**src/rtl/fetch_pkg.sv**
```systemverilog
// Shared types and constants for the instruction fetch sequencer.
package fetch_pkg;

    localparam int unsigned PC_W    = 32;
    localparam int unsigned INSTR_W = 32;
    localparam int unsigned PC_STEP = 4;
    localparam logic [1:0]  ALIGN_MASK = 2'b11;

    typedef enum logic [1:0] {
        BOOT  = 2'd0,
        RUN   = 2'd1,
        STALL = 2'd2,
        FAULT = 2'd3
    } state_e;

    // A fetch address is usable when word aligned and the whole word lies below limit.
    // One extra bit keeps pc+4 from wrapping back into range.
    function automatic logic pc_legal(input logic [PC_W:0] addr, input logic [PC_W:0] limit);
        return ((addr[1:0] & ALIGN_MASK) == 2'b00) && ((addr + (PC_W + 1)'(3)) < limit);
    endfunction

endpackage

```
**src/rtl/imem_fetch_ctrl_if.sv**
```systemverilog
// Fetch-side bus: pipeline control in, memory port, IF/ID output.
// Perf counter signals exist only when IMEM_FETCH_PERF_EN is defined.
interface imem_fetch_ctrl_if;
    import fetch_pkg::*;

    logic               stall;
    logic               redirect_valid;
    logic [PC_W-1:0]    redirect_pc;
    logic [PC_W-1:0]    imem_addr;
    logic [INSTR_W-1:0] imem_rdata;
    logic               if_valid;
    logic [INSTR_W-1:0] if_instr;
    logic [PC_W-1:0]    if_pc;
    logic [PC_W-1:0]    if_pc_plus4;
    logic               fault;
`ifdef IMEM_FETCH_PERF_EN
    logic [31:0]        perf_fetched;
    logic [31:0]        perf_bubbles;

    modport master (
        input  stall, redirect_valid, redirect_pc, imem_rdata,
        output imem_addr, if_valid, if_instr, if_pc, if_pc_plus4, fault,
        output perf_fetched, perf_bubbles
    );
    modport slave (
        output stall, redirect_valid, redirect_pc, imem_rdata,
        input  imem_addr, if_valid, if_instr, if_pc, if_pc_plus4, fault,
        input  perf_fetched, perf_bubbles
    );
`else
    modport master (
        input  stall, redirect_valid, redirect_pc, imem_rdata,
        output imem_addr, if_valid, if_instr, if_pc, if_pc_plus4, fault
    );
    modport slave (
        output stall, redirect_valid, redirect_pc, imem_rdata,
        input  imem_addr, if_valid, if_instr, if_pc, if_pc_plus4, fault
    );
`endif
endinterface

```
**src/rtl/fetch_hold_buf.sv**
```systemverilog
// One-entry instruction hold register and the IF output mux.
module fetch_hold_buf
    import fetch_pkg::*;
(
    input  logic               clk,
    input  logic               reset,
    input  logic               capture,
    input  logic               clear,
    input  logic [INSTR_W-1:0] imem_rdata,
    input  logic               rsp_valid,
    output logic               if_valid,
    output logic [INSTR_W-1:0] if_instr
);
    logic               hold_valid;
    logic [INSTR_W-1:0] hold_instr;

    // Latch the word on the memory bus when the pipeline stalls on it.
    always_ff @(posedge clk or posedge reset) begin
        if (reset) begin
            hold_valid <= 1'b0;
            hold_instr <= '0;
        end else if (clear) begin
            hold_valid <= 1'b0;
        end else if (capture) begin
            hold_valid <= 1'b1;
            hold_instr <= imem_rdata;
        end
    end

    // Held word wins over the live memory data; zero when nothing is valid.
    always_comb begin
        if_valid = rsp_valid | hold_valid;
        if_instr = '0;
        if (hold_valid) begin
            if_instr = hold_instr;
        end else if (rsp_valid) begin
            if_instr = imem_rdata;
        end
    end
endmodule

```
**src/rtl/imem_fetch_ctrl.sv**
```systemverilog
// Fetch sequencer for a synchronous-read instruction memory: owns the PC,
// tags returned words, absorbs stalls without refetch, applies redirects.
// Optional perf counters: define IMEM_FETCH_PERF_EN.
module imem_fetch_ctrl
    import fetch_pkg::*;
#(
    parameter logic [PC_W-1:0] RESET_PC   = 32'h0000_0000,
    parameter int unsigned     IMEM_BYTES = 64
) (
    input  logic              clk,
    input  logic              reset,
    imem_fetch_ctrl_if.master bus
);
    localparam int unsigned      PCX_W    = PC_W + 1;
    localparam logic [PCX_W-1:0] PC_LIMIT = PCX_W'(IMEM_BYTES);

    state_e             state;
    logic [PC_W-1:0]    fetch_pc;
    logic [PC_W-1:0]    rsp_pc;
    logic               rsp_valid;
    logic               fault_q;
    logic               redir_ok;
    logic               adv_ok;
    logic               capture;
    logic               clear;
    logic               if_valid;
    logic [INSTR_W-1:0] if_instr;

    // Legality of the next PC candidates and hold-buffer control.
    always_comb begin
        redir_ok = pc_legal({1'b0, bus.redirect_pc}, PC_LIMIT);
        adv_ok   = pc_legal({1'b0, fetch_pc} + PCX_W'(PC_STEP), PC_LIMIT);
        capture  = (state == RUN) && bus.stall && !bus.redirect_valid && rsp_valid;
        clear    = bus.redirect_valid || !bus.stall;
    end

    // Fetch FSM: redirect beats stall beats advance; faults freeze fetch_pc.
    always_ff @(posedge clk or posedge reset) begin
        if (reset) begin
            state     <= BOOT;
            fetch_pc  <= RESET_PC;
            rsp_pc    <= '0;
            rsp_valid <= 1'b0;
            fault_q   <= 1'b0;
        end else begin
            case (state)
                FAULT: begin
                    if (bus.redirect_valid && redir_ok) begin
                        fetch_pc  <= bus.redirect_pc;
                        rsp_valid <= 1'b0;
                        fault_q   <= 1'b0;
                        state     <= RUN;
                    end else if (!bus.stall) begin
                        // Final word fetched before the fault drains once accepted.
                        rsp_valid <= 1'b0;
                    end
                end
                default: begin
                    if (bus.redirect_valid) begin
                        rsp_valid <= 1'b0;
                        if (redir_ok) begin
                            fetch_pc <= bus.redirect_pc;
                            state    <= RUN;
                        end else begin
                            fault_q <= 1'b1;
                            state   <= FAULT;
                        end
                    end else if (bus.stall && (state != BOOT)) begin
                        if (capture) begin
                            state <= STALL;
                        end
                    end else begin
                        rsp_pc    <= fetch_pc;
                        rsp_valid <= 1'b1;
                        if (adv_ok) begin
                            fetch_pc <= fetch_pc + PC_W'(PC_STEP);
                            state    <= RUN;
                        end else begin
                            fault_q <= 1'b1;
                            state   <= FAULT;
                        end
                    end
                end
            endcase
        end
    end

    fetch_hold_buf u_hold (
        .clk        (clk),
        .reset      (reset),
        .capture    (capture),
        .clear      (clear),
        .imem_rdata (bus.imem_rdata),
        .rsp_valid  (rsp_valid),
        .if_valid   (if_valid),
        .if_instr   (if_instr)
    );

    assign bus.imem_addr   = fetch_pc;
    assign bus.if_valid    = if_valid;
    assign bus.if_instr    = if_instr;
    assign bus.if_pc       = rsp_pc;
    assign bus.if_pc_plus4 = rsp_pc + PC_W'(PC_STEP);
    assign bus.fault       = fault_q;

`ifdef IMEM_FETCH_PERF_EN
    logic [31:0] perf_fetched;
    logic [31:0] perf_bubbles;

    // Saturating counts of delivered instructions and non-fault bubbles.
    always_ff @(posedge clk or posedge reset) begin
        if (reset) begin
            perf_fetched <= '0;
            perf_bubbles <= '0;
        end else begin
            if (if_valid && !bus.stall && (perf_fetched != '1)) begin
                perf_fetched <= perf_fetched + 32'd1;
            end
            if (!if_valid && (state != FAULT) && (perf_bubbles != '1)) begin
                perf_bubbles <= perf_bubbles + 32'd1;
            end
        end
    end

    assign bus.perf_fetched = perf_fetched;
    assign bus.perf_bubbles = perf_bubbles;
`endif
endmodule

```
**src/flat_wrapper.sv**
```systemverilog
// flat-port wrapper written by rule: the top's interface ports become plain ports
module imem_fetch_ctrl_flat import fetch_pkg::*;
#(
    parameter logic [PC_W-1:0] RESET_PC   = 32'h0000_0000,
    parameter int unsigned     IMEM_BYTES = 64
)
  (clk, reset, bus_stall, bus_redirect_valid, bus_redirect_pc, bus_imem_rdata, bus_imem_addr, bus_if_valid, bus_if_instr, bus_if_pc, bus_if_pc_plus4, bus_fault);
  imem_fetch_ctrl_if bus_i ();
  input  logic clk;
  input  logic reset;
  input wire logic [$bits(bus_i.stall)-1:0] bus_stall;
  input wire logic [$bits(bus_i.redirect_valid)-1:0] bus_redirect_valid;
  input wire logic [$bits(bus_i.redirect_pc)-1:0] bus_redirect_pc;
  input wire logic [$bits(bus_i.imem_rdata)-1:0] bus_imem_rdata;
  output wire logic [$bits(bus_i.imem_addr)-1:0] bus_imem_addr;
  output wire logic [$bits(bus_i.if_valid)-1:0] bus_if_valid;
  output wire logic [$bits(bus_i.if_instr)-1:0] bus_if_instr;
  output wire logic [$bits(bus_i.if_pc)-1:0] bus_if_pc;
  output wire logic [$bits(bus_i.if_pc_plus4)-1:0] bus_if_pc_plus4;
  output wire logic [$bits(bus_i.fault)-1:0] bus_fault;
  assign bus_i.stall = bus_stall;
  assign bus_i.redirect_valid = bus_redirect_valid;
  assign bus_i.redirect_pc = bus_redirect_pc;
  assign bus_i.imem_rdata = bus_imem_rdata;
  assign bus_imem_addr = bus_i.imem_addr;
  assign bus_if_valid = bus_i.if_valid;
  assign bus_if_instr = bus_i.if_instr;
  assign bus_if_pc = bus_i.if_pc;
  assign bus_if_pc_plus4 = bus_i.if_pc_plus4;
  assign bus_fault = bus_i.fault;
  imem_fetch_ctrl #(.RESET_PC(RESET_PC), .IMEM_BYTES(IMEM_BYTES)) u_core (.clk(clk), .reset(reset), .bus(bus_i));
endmodule
```
**config.mk**
```make
export PLATFORM = sky130hd
export DESIGN_NAME = imem_fetch_ctrl_flat
export DESIGN_NICKNAME = d
export VERILOG_FILES = /design/src/rtl/fetch_pkg.sv /design/src/rtl/imem_fetch_ctrl_if.sv /design/src/rtl/fetch_hold_buf.sv /design/src/rtl/imem_fetch_ctrl.sv /design/src/flat_wrapper.sv
export SDC_FILE = /design/constraint.sdc
export NUM_CORES = 1
export LEC_CHECK = 0
export CAP_MARGIN = 30
export CORE_MARGIN = 2
export CORE_UTILIZATION = 30
export CTS_BUF_LIST = sky130_fd_sc_hd__clkbuf_4 sky130_fd_sc_hd__clkbuf_8 sky130_fd_sc_hd__clkbuf_16
export DETAILED_ROUTE_END_ITERATION = 10
export SKIP_LAST_GASP = 1
export SYNTH_ARGS = -nofsm -noshare
export SYNTH_HDL_FRONTEND = slang
export SYNTH_SLANG_ARGS = --single-unit
```
**constraint.sdc**
```tcl
create_clock -name clk -period 4.1 [get_ports clk]
set_input_delay 1.025 -clock clk [delete_from_list [all_inputs] [get_ports clk]]
set_output_delay 1.025 -clock clk [all_outputs]
set_load 0.05 [all_outputs]
```
# Yosys cells after proc, flatten, opt, wreduce, memory -nomap -nowiden
# Cells that the tools add are included.
[totals]
regBits = 101
inputBits = 68
out_inout_bits = 130
word_cells = 77
[op_classes]
add_sub_neg = 5
magnitude_cmp = 2
eq_ne = 9
n_mux = 28
bitwise = 5
reduce_logical = 21
[op_table]
columns = ["cell", "n"]
rows = [
  ["$mux 32", 8],
  ["$lt 33x7->1 const B", 2],
  ["$add 32x3->32 const B", 2],
  ["$add 32x2->33 const B", 1],
  ["$add 32x3->33 const B", 1],
  ["$add 33x2->33 const B", 1],
  ["$mux 2", 7],
  ["$mux 1", 13],
  ["$ne 3x3->1 const B", 3],
  ["$reduce_and 4->1", 2],
  ["$logic_and 1x1->1", 7],
  ["$reduce_and 2->1", 3],
  ["$logic_not 2->1", 2],
  ["$ne 4x3->1 const B", 1],
  ["$not 1->1", 4],
  ["$reduce_bool 2->1", 2],
  ["$ne 3x1->1 const B", 1],
  ["$ne 3x2->1 const B", 1],
  ["$reduce_and 3->1", 1],
  ["$reduce_bool 3->1", 1],
  ["$eq 2x1->1 const B", 1],
  ["$eq 2x2->1 const B", 1],
  ["$logic_not 1->1", 2],
  ["$ne 2x1->1 const B", 1],
  ["other kinds (2)", 2],
]

# Depth between registers and ports, before layout
# Gate-level depths: netlist (run 1).
[depth]
ltp_word = 8
mapped_depth = 16
ltp_nobuf = 14

# Cells and area by module
# From an unflattened synthesis (run 1), not the netlist that was laid out.
[unflattened]
hier_cells = 713
area_unflattened_um2 = 6782.8
[by_module_without_submodules]
columns = ["mod", "n_inst", "cells_per_inst", "area_per_inst_um2", "seq_area_each_um2"]
rows = [
  ["imem_fetch_ctrl", 1, 559, 4982.3, 1701.6],
  ["fetch_hold_buf", 1, 154, 1800.5, 825.8],
]

# Worst setup path before layout (run 1)
# No wires, ideal clock.
[synth_timing]
kind = "reg2reg"
start = "register u_core.fetch_pc[7], in the netlist u_core.bus.imem_addr[7]"
end = "register u_core.fetch_pc[6], in the netlist u_core.bus.imem_addr[6]"
setup_time_ns = 0.120
arrival_time_ns = 3.988
required_ns = 3.980
path_slack_ns = -0.008
stages_incl_launch_ff = 14
path_buffers = 2
synth_period_minus_slack_ns = 4.108
path_cell_list = "dfrtp_1 buf_2 nand4_1 or4_4 or4_1 xnor2_1 or4_4 nor3b_1 mux2i_1 nand4_1 nor3_4 a31oi_4 buf_6 and2_1"
[synth_between]
elab_chain_len = 6
[synth_rtl]
columns = ["item", "line", "text"]
rows = [
  ["start: declaration", "imem_fetch_ctrl.sv:18", "logic [PC_W-1:0] fetch_pc;"],
  ["start signal: assignment", "imem_fetch_ctrl.sv:49", "fetch_pc <= bus.redirect_pc;"],
  ["start signal: assignment", "imem_fetch_ctrl.sv:62", "fetch_pc <= bus.redirect_pc;"],
  ["start signal: assignment", "imem_fetch_ctrl.sv:76", "fetch_pc <= fetch_pc + PC_W'(PC_STEP);"],
  ["$add 32x3->33", "imem_fetch_ctrl.sv:32", "adv_ok = pc_legal({1'b0, fetch_pc} + PCX_W'(PC_STEP), PC_LIMIT);"],
  ["$add 33x2->33", "fetch_pkg.sv:19", "return ((addr[1:0] & ALIGN_MASK) == 2'b00) && ((addr + (PC_W + 1)'(3)) < limit);"],
  ["$lt 33x7->1", "fetch_pkg.sv:19", ""],
  ["$logic_and 1x1->1", "fetch_pkg.sv:19", ""],
  ["$reduce_bool 3->1 (no line)", "n/a", ""],
  ["$reduce_and 4->1 (no line)", "n/a", ""],
]
# Every way passes these cells.
# A chain may end at the register's enable or synchronous reset.

# Final worst setup path (run 1)
[layout_timing]
start = "register u_core.rsp_pc[4], in the netlist u_core.bus.if_pc[4]"
end = "output bus_if_pc_plus4[16]"
[layout_between]
elab_chain_len = 1
[layout_rtl]
columns = ["item", "line", "text"]
rows = [
  ["start: declaration", "imem_fetch_ctrl.sv:19", "logic [PC_W-1:0] rsp_pc;"],
  ["start signal: assignment", "imem_fetch_ctrl.sv:73", "rsp_pc <= fetch_pc;"],
  ["$add 32x3->32", "imem_fetch_ctrl.sv:103", "assign bus.if_pc_plus4 = rsp_pc + PC_W'(PC_STEP);"],
  ["end: declaration", "flat_wrapper.sv:19", "output wire logic [$bits(bus_i.if_pc_plus4)-1:0] bus_if_pc_plus4;"],
]
# Every way passes these cells.

==> reports/qor.csv, run 1 <==
metric;value;unit
run_status;finished clean;
yosysSeqAreaShare;39.4;%
synth.mux.area_fraction;6.42;%
compound_cell_area_share_of_the_yosys_netlist;13.0;%
largest_family_of_logic_cells_by_synthesized_area;simple AND/OR/NAND/NOR gates;
post_synth_net_total;808;
clock-root-buffer;sky130_fd_sc_hd__clkbuf_16;
remaining_drc_errors;0;
drive_above_1_share;14.2;%
net_count_final;1024;
die_y;150;microns
synth_enable_flop_cells;0;
postCtsSetupRepairBufs;0;
final.period_utilization;95.6;%
first_global_vias;5591;
syn_to_final_growth;44.6;%
worstSetupStartpointType;flip-flop;
ys.flop_type;sky130_fd_sc_hd__dfrtp_1;
maxClockFrequency;0.255;GHz
postSynthRegisterBits;101;
cap_viol_max_count;0;
pre_cts_slack;-0.00378;ns
netlist-cell-type-count;70;
netlist_instances;736;
placeableCoreArea;21000;sq um
slew_headroom;51.5;%
cts_max_level;3;
cp_cell_sequence;and3_1, and2_1, and3_1, and3_1, nand3_1, xnor2_1, clkdlybuf4s50_1;
crit_family;simple AND/OR/NAND/NOR gates;
synthDominantCellAreaShare;39.4;%
cts_tree;yes;
report.final.hold_viol_count;0;
worst-setup-path-type;flip-flop to output pin;
start_util;30.5;%
holdBufCountCts;0;
syn-cell-area;6410;sq um
numClockSinks;101;
cts_buffers;9;
totalPowerFinal;2.07;mW
timing.critical_path.to_type;output pin;
setup_viol;0;
peakVddDrop;150;uV
yosysTopAreaCell;sky130_fd_sc_hd__dfrtp_1;
holdCritPathClass;flip-flop to flip-flop;
num_antenna_cells;0;
rsz0062_at_grt;no;
global_route.overflow_total;0;
dr.first_iter.drc_count;375;
place_hpwl;15.4;mm
power_leakage;3.99;nW
die_area;22600;sq um
first_pass_grt_wire_length;31.1;mm
fillCellCount;2077;
critPathSlowestCell;sky130_fd_sc_hd__clkdlybuf4s50_1;
syn_area_per_cell;8.71;sq um
floorplan.die.width;150;microns
yosysMostFrequentCell;sky130_fd_sc_hd__nand2_1;
gp_routability_congestion;0.967;
layout_min_cycle_time;3.92;ns
post_synth_and_or_nand_nor_area_fraction;28.0;%
critical_path_required;3.07;ns
finalMaxSlewViolations;0;
critical_path_peak_fanout;6;
path_buf_inv;1;
wl_per_cell;16.5;microns
placement.io_buffers;197;
row_count;53;
synth_fa_ha_area_share;0.936;%
synth.top_cells.by_area;sky130_fd_sc_hd__dfrtp_1 39%, sky130_fd_sc_hd__nand2_1 7.7%, sky130_fd_sc_hd__mux2_2 5.8%;
worst_slew_pin_slew;0.727;ns
grt_start_max_net_pins;58;
critPathMaxStageDelay;0.82;ns
grt_util_all_layers;17.6;%
insertion_delay;0.35;ns
yosys_warnings;0;
finalClockSkew;0.0102;ns
critical_path.most_common_cell;sky130_fd_sc_hd__and3_1;
detailroute.via_count;6168;
ant_nets;0;
clkSlewWorstSetupHoldPaths;0.08;ns
antenna_found_initial;0;
route.final.wire_length;20.3;mm
clock_path_buffers;2;
worstPathArrival;2.89;ns
boundaryPins;198;
list_of_most_frequent_post_synthesis_cells;131 x sky130_fd_sc_hd__nand2_1, 101 x sky130_fd_sc_hd__dfrtp_1, 40 x sky130_fd_sc_hd__nor2_1, 40 x sky130_fd_sc_hd__xnor2_1;
p_per_cell_area;223;nW/um^2
layout.core_utilization;44.1;%
firstDrtPassIters;5;
vias_per_cell;5.01;
post_synth_xor_area_fraction;7.78;%
async_flop_share;100;%
worst_slack_setup_final;0.180;ns
area by class of cell:
type	instances	area, sq um	area share, %
timing repair buffer	255	2420	26.1
inverter	16	62.6	0.675
clock buffer	10	233	2.51
sequential	101	2530	27.3
tap	275	344	3.71
clock inverter	5	61.3	0.661
multi-input combinational	569	3620	39.0
sequential cells by signal (all words and copies together), names as in the netlist:
name                      count
u_core.u_hold.hold_instr     32
u_core.bus.imem_addr         32
u_core.rsp_valid              1
u_core.state                  2
u_core.u_hold.hold_valid      1
u_core.bus.if_pc             32
u_core.bus.fault              1
worst register-to-register path: stages, from the launching register on:
cell	delay (ns)
sky130_fd_sc_hd__dfrtp_2	0.36
sky130_fd_sc_hd__nand4_1	0.14
sky130_fd_sc_hd__or4_4	0.57
sky130_fd_sc_hd__buf_12	0.17
sky130_fd_sc_hd__or4b_1	0.62
sky130_fd_sc_hd__o32ai_1	0.32
sky130_fd_sc_hd__a31oi_1	0.10
sky130_fd_sc_hd__nor3b_1	0.29
sky130_fd_sc_hd__mux2i_1	0.24
sky130_fd_sc_hd__nand4_1	0.17
sky130_fd_sc_hd__nor3_4	0.29
sky130_fd_sc_hd__a31oi_4	0.13
sky130_fd_sc_hd__buf_12	0.18
sky130_fd_sc_hd__o22a_1	0.22
logic make-up after synthesis:
| logic type | after synthesis |
|---|---|
| AND/OR/NAND/NOR | 353 |
| multiplexers | 37 |
| XOR/XNOR | 57 |
| flip-flops | 101 |
| adder cells (fa/ha/maj) | 5 |
| AO/OA/AOI/OAI | 117 |
| buffers and inverters | 66 |
metrics by stage:
stage / hold slack, ns / std cells / area (sq um) / TNS (ns)
2_1_floorplan: 0.481 / 736 / 6410 / 0
3_3_place_gp: 0.489 / 1216 / 8950 / 0
3_5_place_dp: 0.496 / 1216 / 8950 / -0.00378
4_1_cts: 0.512 / 1231 / 9250 / 0
5_1_grt: 0.516 / 1231 / 9270 / 0
6_report: 0.508 / 1231 / 9270 / 0
path summary, 6_finish.rpt:
| kind | cells past startpoint | from | slack, ns | endpoint |
|---|---|---|---|---|
| worst max-delay path | 7 | u_core.bus.if_pc[4]$_DFFE_PP0P_ | 0.18 | bus_if_pc_plus4[16] |
| min in group asynchronous | 2 | reset | 1.16 | u_core.u_hold.hold_instr[11]$_DFFE_PP0P_ |
| worst max register to register | 13 | u_core.bus.imem_addr[7]$_DFFE_PP0P_ | 0.19 | u_core.bus.imem_addr[5]$_DFFE_PP0P_ |
| worst min-delay path | 1 | u_core.u_hold.hold_instr[6]$_DFFE_PP0P_ | 0.51 | u_core.u_hold.hold_instr[6]$_DFFE_PP0P_ |
| worst min register to register | 1 | u_core.u_hold.hold_instr[6]$_DFFE_PP0P_ | 0.51 | u_core.u_hold.hold_instr[6]$_DFFE_PP0P_ |
| max in group asynchronous | 3 | reset | 2.11 | u_core.bus.imem_addr[7]$_DFFE_PP0P_ |
per-layer routing:
| metal | routed length (microns) | vias to the layer above | global-route usage, % | part of all wire [%] |
|---|---|---|---|---|
| li1 | - | 3061 | - | - |
| met1 | 9660 | 2905 | 25.8 | 48 |
| met2 | 9230 | 184 | 26.7 | 45 |
| met3 | 1110 | 18 | 2.97 | 5.5 |
| met4 | 301 | 0 | 5.19 | 1.5 |
| met5 | 0 | - | 0 | 0 |
where the power goes:
| group | internal, mW | switching (mW) |
|---|---|---|
| Sequential | 1.01 | 0.0120 |
| Combinational | 0.0891 | 0.0828 |
| Clock | 0.480 | 0.393 |
| Total | 1.58 | 0.488 |
cell usage in the layout, fill, tap and decap left out, types with 4 or more instances in the layout:
cell type,n
sky130_fd_sc_hd__clkdlybuf4s50_1,182
sky130_fd_sc_hd__nand2_1,131
sky130_fd_sc_hd__dfrtp_1,100
sky130_fd_sc_hd__buf_4,65
sky130_fd_sc_hd__nor2_1,40
sky130_fd_sc_hd__xnor2_1,40
sky130_fd_sc_hd__nand3_1,38
sky130_fd_sc_hd__mux2_2,33
sky130_fd_sc_hd__nor3_1,26
sky130_fd_sc_hd__a22o_1,26
sky130_fd_sc_hd__o21ai_0,24
sky130_fd_sc_hd__and2_1,20
sky130_fd_sc_hd__a21oi_1,17
sky130_fd_sc_hd__nand4_1,17
sky130_fd_sc_hd__xor2_1,17
sky130_fd_sc_hd__and3_1,16
sky130_fd_sc_hd__inv_1,12
sky130_fd_sc_hd__nor4_1,10
sky130_fd_sc_hd__clkbuf_16,9
sky130_fd_sc_hd__and4_1,8
sky130_fd_sc_hd__nor2b_1,8
sky130_fd_sc_hd__a31oi_1,6
sky130_fd_sc_hd__o21ai_1,6
sky130_fd_sc_hd__dlymetal6s2s_1,6
sky130_fd_sc_hd__or4_1,5
sky130_fd_sc_hd__or3_1,5
sky130_fd_sc_hd__nor4b_1,4
sky130_fd_sc_hd__mux2i_1,4
sky130_fd_sc_hd__ha_1,4
timing repair:
| action | in CTS | in global routing |
|---|---|---|
| hold endpoints to repair | 0 | 0 |
| endpoints found under the setup margin | 0 | 10 |
| resized for setup | 0 | 8 |
(Power assumes the default switching activity.)
==> inputs of run 2 (changes only) <==
--- a/config.mk
+++ b/config.mk
@@ -10,6 +10,7 @@
 export CORE_UTILIZATION = 30
 export CTS_BUF_LIST = sky130_fd_sc_hd__clkbuf_4 sky130_fd_sc_hd__clkbuf_8 sky130_fd_sc_hd__clkbuf_16
 export DETAILED_ROUTE_END_ITERATION = 10
+export GPL_TIMING_DRIVEN = 0
 export SKIP_LAST_GASP = 1
 export SYNTH_ARGS = -nofsm -noshare
 export SYNTH_HDL_FRONTEND = slang
==> run 2 against run 1 <==
  * Critical path depth rose by 6
  * Flip-flop and latch count did not move
  * Sequential share of layout area fell by 0.55 points
  * Clock power rose by 2%
  * Largest cell class unchanged
  * Final area rose by 2.3%
  * Critical path type is now flip-flop to flip-flop
  * Highest routed layer unchanged
  * Clock skew fell by 0.0016 ns
  * Clock-buffer cell count fell by 1
  * Critical endpoint is now u_core.bus.imem_addr[9]$_DFFE_PP0P_
==> reports/qor.csv, run 2 (synthesized netlist as in run 1, its figures left out) <==
metric;value;unit;change
run_status;finished clean;;
intPower;1.58;mW;-0.17%
final.period_utilization;98.8;%;+3.2 points
critical_path_required;4.35;ns;+1.28 ns
final_cell_mix;180 x sky130_fd_sc_hd__clkdlybuf4s50_1, 131 x sky130_fd_sc_hd__nand2_1, 96 x sky130_fd_sc_hd__dfrtp_1;;
boundaryPins;198;;unchanged
remaining_drc_errors;0;;unchanged
placed_cells;1209;;-0.58%
worstSetupStartpointType;flip-flop;;
cts_tree;yes;;
ant_nets;0;;unchanged
pwr-share-seq;49.1;%;-0.4 points
slew_headroom;56.9;%;+5.4 points
post_dp_cell_area;8760;sq um;-2.1%
grt_util_all_layers;18.3;%;+0.65 points
cap_viol_max_count;0;;unchanged
placeableCoreArea;21000;sq um;unchanged
firstDrtPassIters;5;;unchanged
cts_max_level;3;;unchanged
worst-setup-path-type;flip-flop to flip-flop;;
floorplan.die.width;150;microns;unchanged
finalMaxSlewViolations;0;;unchanged
clock_path_buffers;2;;unchanged
register_to_register_setup_slack;0.05;ns;-0.14 ns
antenna_found_initial;0;;unchanged
first_pass_grt_wire_length;32.4;mm;+3.9%
first_global_vias;5907;;+5.7%
die_y;150;microns;unchanged
grt_start_max_net_pins;63;;+8.6%
layout.core_utilization;45.1;%;+1.0 points
start_util;30.5;%;unchanged
holdCritPathClass;flip-flop to flip-flop;;
row_count;53;;unchanged
switching_power;509;uW;+4.3%
dr.first_iter.drc_count;311;;-17%
layout_min_cycle_time;4.05;ns;+0.132 ns
cts_buffers;9;;unchanged
vias_per_cell;5.10;;+1.8%
num_antenna_cells;0;;unchanged
setup_viol;0;;unchanged
net_count_final;1044;;+2.0%
gp_routability_congestion;0.897;;-7.3%
power.share.combinational;8.3;%;about the same
rsz0062_at_grt;yes;;
final_area;9480;sq um;+2.3%
drive_above_1_share;15.8;%;+1.5 points
placement.io_buffers;197;;unchanged
wl_per_cell;16.8;microns;+2.1%
route.final.wire_length;21.1;mm;+3.9%
worst_slew_pin_slew;0.642;ns;-0.0858 ns
clock-root-buffer;sky130_fd_sc_hd__clkbuf_16;;
place_hpwl;15.7;mm;+2.0%
global_route.overflow_total;0;;unchanged
final-instance-count-excl-fill;1252;;+1.7%
critical_path_peak_fanout;8;;+2
p_per_cell_area;220;nW/um^2;-1.4%
maxClockFrequency;0.247;GHz;-3.3%
syn_to_final_growth;47.9;%;
worstPathArrival;4.30;ns;+1.41 ns
clkSlewWorstSetupHoldPaths;0.08;ns;about the same
layout_commonest_cell;sky130_fd_sc_hd__clkdlybuf4s50_1;;
report.final.hold_viol_count;0;;unchanged
insertion_delay;0.35;ns;about the same
finalClockSkew;0.00854;ns;-0.00161 ns
totalPowerFinal;2.09;mW;+0.88%
share_clk_of_total_power;42.6;%;+0.4 points
power_leakage;3.96;nW;-0.64%
peakVddDrop;175;uV;+16%
detailroute.via_count;6389;;+3.6%
timing.critical_path.to_type;flip-flop;;
switching_share;24.4;%;+0.79 points
numClockSinks;101;;unchanged
die_area;22600;sq um;unchanged
## run 2: cell types whose count changed in the layout (fill, tap and decap cells not counted), sizes merged
cell and delta:
clkinvlp -1, buf -17, clkbuf +30, inv +1, dlygate4sd2 +6, dlymetal6s2s -3
clkinv +2, a31oi +1, clkdlybuf4s15 +4, clkdlybuf4s50 -2
## run 2: path summary, 6_finish.rpt
| path | cells past startpoint | from | to |
|---|---|---|---|
| min in group asynchronous | 2 | reset | u_core.bus.if_pc[29]$_DFFE_PP0P_ |
| max in group asynchronous | 3 | reset | u_core.bus.imem_addr[2]$_DFFE_PP0P_ |
| max | 13 | u_core.bus.imem_addr[12]$_DFFE_PP0P_ | u_core.bus.imem_addr[9]$_DFFE_PP0P_ |
| min | 1 | u_core.u_hold.hold_instr[3]$_DFFE_PP0P_ | u_core.u_hold.hold_instr[3]$_DFFE_PP0P_ |
| max reg2reg | 13 | u_core.bus.imem_addr[12]$_DFFE_PP0P_ | u_core.bus.imem_addr[9]$_DFFE_PP0P_ |
| min reg2reg | 1 | u_core.u_hold.hold_instr[3]$_DFFE_PP0P_ | u_core.u_hold.hold_instr[3]$_DFFE_PP0P_ |
## run 2: worst max-delay path, cell delays in order, from the launching register on
cell and delay [ns]:
sky130_fd_sc_hd__dfrtp_1 0.36, sky130_fd_sc_hd__buf_6 0.13, sky130_fd_sc_hd__nand4_1 0.13, sky130_fd_sc_hd__or4_4 0.61, sky130_fd_sc_hd__or4_4 0.54, sky130_fd_sc_hd__xnor2_1 0.16
sky130_fd_sc_hd__or4_4 0.45, sky130_fd_sc_hd__or3_1 0.37, sky130_fd_sc_hd__o2bb2ai_2 0.12, sky130_fd_sc_hd__nand4_1 0.18, sky130_fd_sc_hd__nor3_4 0.28, sky130_fd_sc_hd__a31oi_4 0.23
sky130_fd_sc_hd__buf_4 0.21, sky130_fd_sc_hd__and2_1 0.15
## run 2: final cells by class
class	instances	area, sq um
timing repair buffer	235	2260
multi-input combinational	570	3780
sequential	101	2530
clock buffer	9	225
fill	2088	11500
buffer	39	205
clock inverter	7	72.6
inverter	16	62.6
tap	275	344
## run 2: power by group through the flow
| stage | logic, mW | clock network, mW | registers, mW |
|---|---|---|---|
| final | 0.174 | 0.889 | 1.02 |
| after global routing | 0.188 | 0.948 | 1.03 |
| after CTS | 0.176 | 0.916 | 1.02 |
| after detailed placement | 0.177 | 0 | 1.04 |
| after global placement | 0.172 | 0 | 1.04 |
| after floorplan | 0.0582 | 0 | 1.05 |
## run 2: timing repair
action / CTS / global route
hold buffers: 0 / 0
pin swaps: 5 / 12
gates cloned: 1 / 2
resized for setup: 32 / 49
setup buffers: 5 / 30
setup endpoints to repair: 47 / 45
## run 2: metal layers
metal  up-vias  track usage [%]  wire (microns)
met3        27             2.67            1140
met5         -                0               0
li1       3096                -               -
met2       187             28.5            9600
met4         0             5.94             468
met1      3079             26.1            9880
## run 2: metrics by stage
| stage | setup TNS (ns) | hold slack [ns] | setup WS (ns) |
|---|---|---|---|
| 2_1_floorplan | 0 | 0.481 | 0.0144 |
| 3_3_place_gp | -149.38 | 0.488 | -1.74 |
| 3_5_place_dp | -10.45 | 0.495 | -0.553 |
| 4_1_cts | -0.0888 | 0.512 | -0.0888 |
| 5_1_grt | -1.70 | 0.517 | -0.0925 |
| 6_report | 0 | 0.508 | 0.0480 |
==> inputs of run 3 (changes only) <==
--- a/config.mk
+++ b/config.mk
@@ -6,7 +6,6 @@
 export NUM_CORES = 1
 export LEC_CHECK = 0
 export CAP_MARGIN = 30
-export CORE_MARGIN = 2
 export CORE_UTILIZATION = 30
 export CTS_BUF_LIST = sky130_fd_sc_hd__clkbuf_4 sky130_fd_sc_hd__clkbuf_8 sky130_fd_sc_hd__clkbuf_16
 export DETAILED_ROUTE_END_ITERATION = 10
==> run 3 against run 2 <==
  * Core utilization is 0.80 points lower
  * Clock skew hardly changed
  * Sequential power is essentially flat
  * Hold slack better by 0.0017 ns
  * Critical path depth unchanged
  * Total power grew 0.57%
  * Clock power rose by 1%
  * Via count down 1.2%
  * Critical path type unchanged
==> reports/qor.csv, run 3 (synthesized netlist as in run 1, its figures left out) <==
metric;value;unit;change
timing.critical_path.to_type;flip-flop;;
net_count_final;1028;;-1.5%
slew_headroom;56.0;%;-0.90 points
cts_max_level;3;;unchanged
reg2reg_depth;13;;unchanged
placement.io_buffers;197;;unchanged
holdBufCountCts;0;;unchanged
power.share.combinational;8.3;%;about the same
worst_slew_pin_slew;0.655;ns;+0.0133 ns
num_antenna_cells;0;;unchanged
ant_nets;0;;unchanged
critical_path_required;4.35;ns;about the same
intPower;1.61;mW;+2.0%
crit_family;simple AND/OR/NAND/NOR gates;;
cp_cell_sequence;buf_4, inv_2, or4_4, or4_4, xnor2_1, or4_4, or3_1, o2bb2ai_1, nand4_1, nor3_4, a31oi_4, buf_2, and2_1;;
place_hpwl;15.5;mm;-0.77%
start_util;30.5;%;unchanged
setup_viol;0;;unchanged
vias_per_cell;5.11;;+0.12%
share_clk_of_total_power;42.9;%;+0.3 points
switching_share;23.3;%;-1.1 points
critical_path.most_common_cell;sky130_fd_sc_hd__or4_4;;
layout_min_cycle_time;3.98;ns;-0.0676 ns
dr.first_iter.drc_count;312;;+0.32%
cts_buffers;9;;unchanged
floorplan.die.width;148;microns;-1.3%
critical_path_peak_fanout;9;;+1
firstDrtPassIters;5;;unchanged
grt_start_max_net_pins;65;;+3.2%
placeableCoreArea;21000;sq um;unchanged
maxClockFrequency;0.251;GHz;+1.7%
clkSlewWorstSetupHoldPaths;0.06;ns;-0.02 ns
row_count;53;;unchanged
boundaryPins;198;;unchanged
final_cell_mix;180 x sky130_fd_sc_hd__clkdlybuf4s50_1, 131 x sky130_fd_sc_hd__nand2_1, 94 x sky130_fd_sc_hd__dfrtp_1;;
drive_above_1_share;14.0;%;-1.7 points
layout.core_utilization;44.3;%;-0.80 points
die_y;148;microns;-1.3%
pwr-share-seq;48.8;%;-0.3 points
run_status;finished clean;;
route.final.wire_length;20.7;mm;-1.7%
timing.rr.end;u_core.bus.imem_addr[9]$_DFFE_PP0P_;;
p_per_cell_area;225;nW/um^2;+2.4%
power_leakage;3.89;nW;-1.8%
wl_per_cell;16.8;microns;-0.40%
worst_setup_path_endpoint;u_core.bus.imem_addr[9]$_DFFE_PP0P_;;
post_dp_cell_area;8760;sq um;unchanged
detailroute.via_count;6315;;-1.2%
cp_num_cells;13;;unchanged
first_pass_grt_wire_length;32.9;mm;+1.6%
clock_path_buffers;2;;unchanged
remaining_drc_errors;0;;unchanged
register_to_register_setup_slack;0.12;ns;+0.07 ns
final.period_utilization;97.2;%;-1.6 points
cap_viol_max_count;0;;unchanged
gp_routability_congestion;0.871;;-2.8%
first_global_vias;6164;;+4.4%
worstSetupStartpointType;flip-flop;;
finalMaxSlewViolations;0;;unchanged
timing.rr.start;u_core.bus.imem_addr[8]$_DFFE_PP0P_;;
global_route.overflow_total;0;;unchanged
finalHoldWorstSlack;0.510;ns;+0.00174 ns
final_area;9320;sq um;-1.8%
grt_util_all_layers;19.0;%;+0.71 points
report.final.hold_viol_count;0;;unchanged
cts_tree;yes;;
peakVddDrop;202;uV;+16%
syn_to_final_growth;45.2;%;
insertion_delay;0.36;ns;about the same
pre_cts_slack;-0.499;ns;+0.0533 ns
path_buf_inv;3;;+1
critPathSlowestCell;sky130_fd_sc_hd__or4_4;;
antenna_found_initial;0;;unchanged
die_area;22000;sq um;-2.6%
clock-root-buffer;sky130_fd_sc_hd__clkbuf_16;;
layout_commonest_cell;sky130_fd_sc_hd__clkdlybuf4s50_1;;
worst-setup-path-type;flip-flop to flip-flop;;
holdCritPathClass;flip-flop to flip-flop;;
final-instance-count-excl-fill;1236;;-1.3%
worstPathArrival;4.23;ns;-0.07 ns
finalClockSkew;0.00900;ns;+0.000459 ns
worst_slack_setup_final;0.116;ns;+0.0676 ns
placed_cells;1209;;unchanged
numClockSinks;101;;unchanged
timing.critical_path.from;u_core.bus.imem_addr[8]$_DFFE_PP0P_;;
critPathMaxStageDelay;0.59;ns;-0.02 ns
switching_power;490;uW;-3.8%
[run 3: worst reg2reg max path: cells and delay by family (launching register included)]
| family | cells | cell delay [ns] |
|---|---|---|
| compound gates | 2 | 0.35 |
| xor+xnor | 1 | 0.16 |
| buf+inv | 3 | 0.46 |
| flops | 1 | 0.35 |
| simple gates | 7 | 2.56 |
[run 3: worst min path at each step]
stage	startpoint	to	slack, ns	cells after the start
2_1_floorplan	u_core.u_hold.hold_instr[2]$_DFFE_PP0P_	u_core.u_hold.hold_instr[2]$_DFFE_PP0P_	0.48	1
3_3_place_gp	u_core.u_hold.hold_instr[5]$_DFFE_PP0P_	u_core.u_hold.hold_instr[5]$_DFFE_PP0P_	0.49	1
3_5_place_dp	u_core.u_hold.hold_instr[4]$_DFFE_PP0P_	u_core.u_hold.hold_instr[4]$_DFFE_PP0P_	0.49	1
4_1_cts	u_core.u_hold.hold_instr[4]$_DFFE_PP0P_	u_core.u_hold.hold_instr[4]$_DFFE_PP0P_	0.51	1
5_1_grt	u_core.u_hold.hold_instr[31]$_DFFE_PP0P_	u_core.u_hold.hold_instr[31]$_DFFE_PP0P_	0.53	1
6_report	u_core.u_hold.hold_instr[4]$_DFFE_PP0P_	u_core.u_hold.hold_instr[4]$_DFFE_PP0P_	0.51	1
[run 3: layer usage]
| layer | vias to the layer above | global-route usage (%) | share of wire [%] |
|---|---|---|---|
| li1 | 3067 | - | - |
| met1 | 3040 | 26.4 | 47 |
| met2 | 190 | 30.4 | 46 |
| met3 | 18 | 2.42 | 5.1 |
| met4 | 0 | 6.29 | 1.7 |
| met5 | - | 0 | 0 |
[run 3: layout make-up]
cell class	instances	area (sq um)
clock inverter	4	55.1
timing repair buffer	218	2130
multi-input combinational	570	3730
tap	275	344
inverter	16	62.6
sequential	101	2540
clock buffer	12	254
buffer	40	203
fill	2101	11700
[run 3: repair_timing]
action                                  4_1_cts  5_1_grt
buffers inserted                              4       15
resized for setup                            31       43
endpoints found under the setup margin       47       45
pin swaps                                     5        6
cloned                                        0        2
[run 3: power groups by stage]
stage                     clock network [mW]  logic, mW  registers (mW)
after floorplan                            0     0.0582            1.05
after global placement                     0      0.172            1.04
after detailed placement                   0      0.177            1.04
after CTS                              0.918      0.176            1.02
after global routing                   0.956      0.189            1.03
final                                  0.901      0.174            1.02
[run 3: per-stage QoR]
stage / TNS, ns / total power, mW
global route: -0.620 / 2.17
detailed placement: -10.57 / 1.22
global placement: -149.72 / 1.21
finish: 0 / 2.10
CTS: -0.110 / 2.12
floorplan: 0 / 1.11
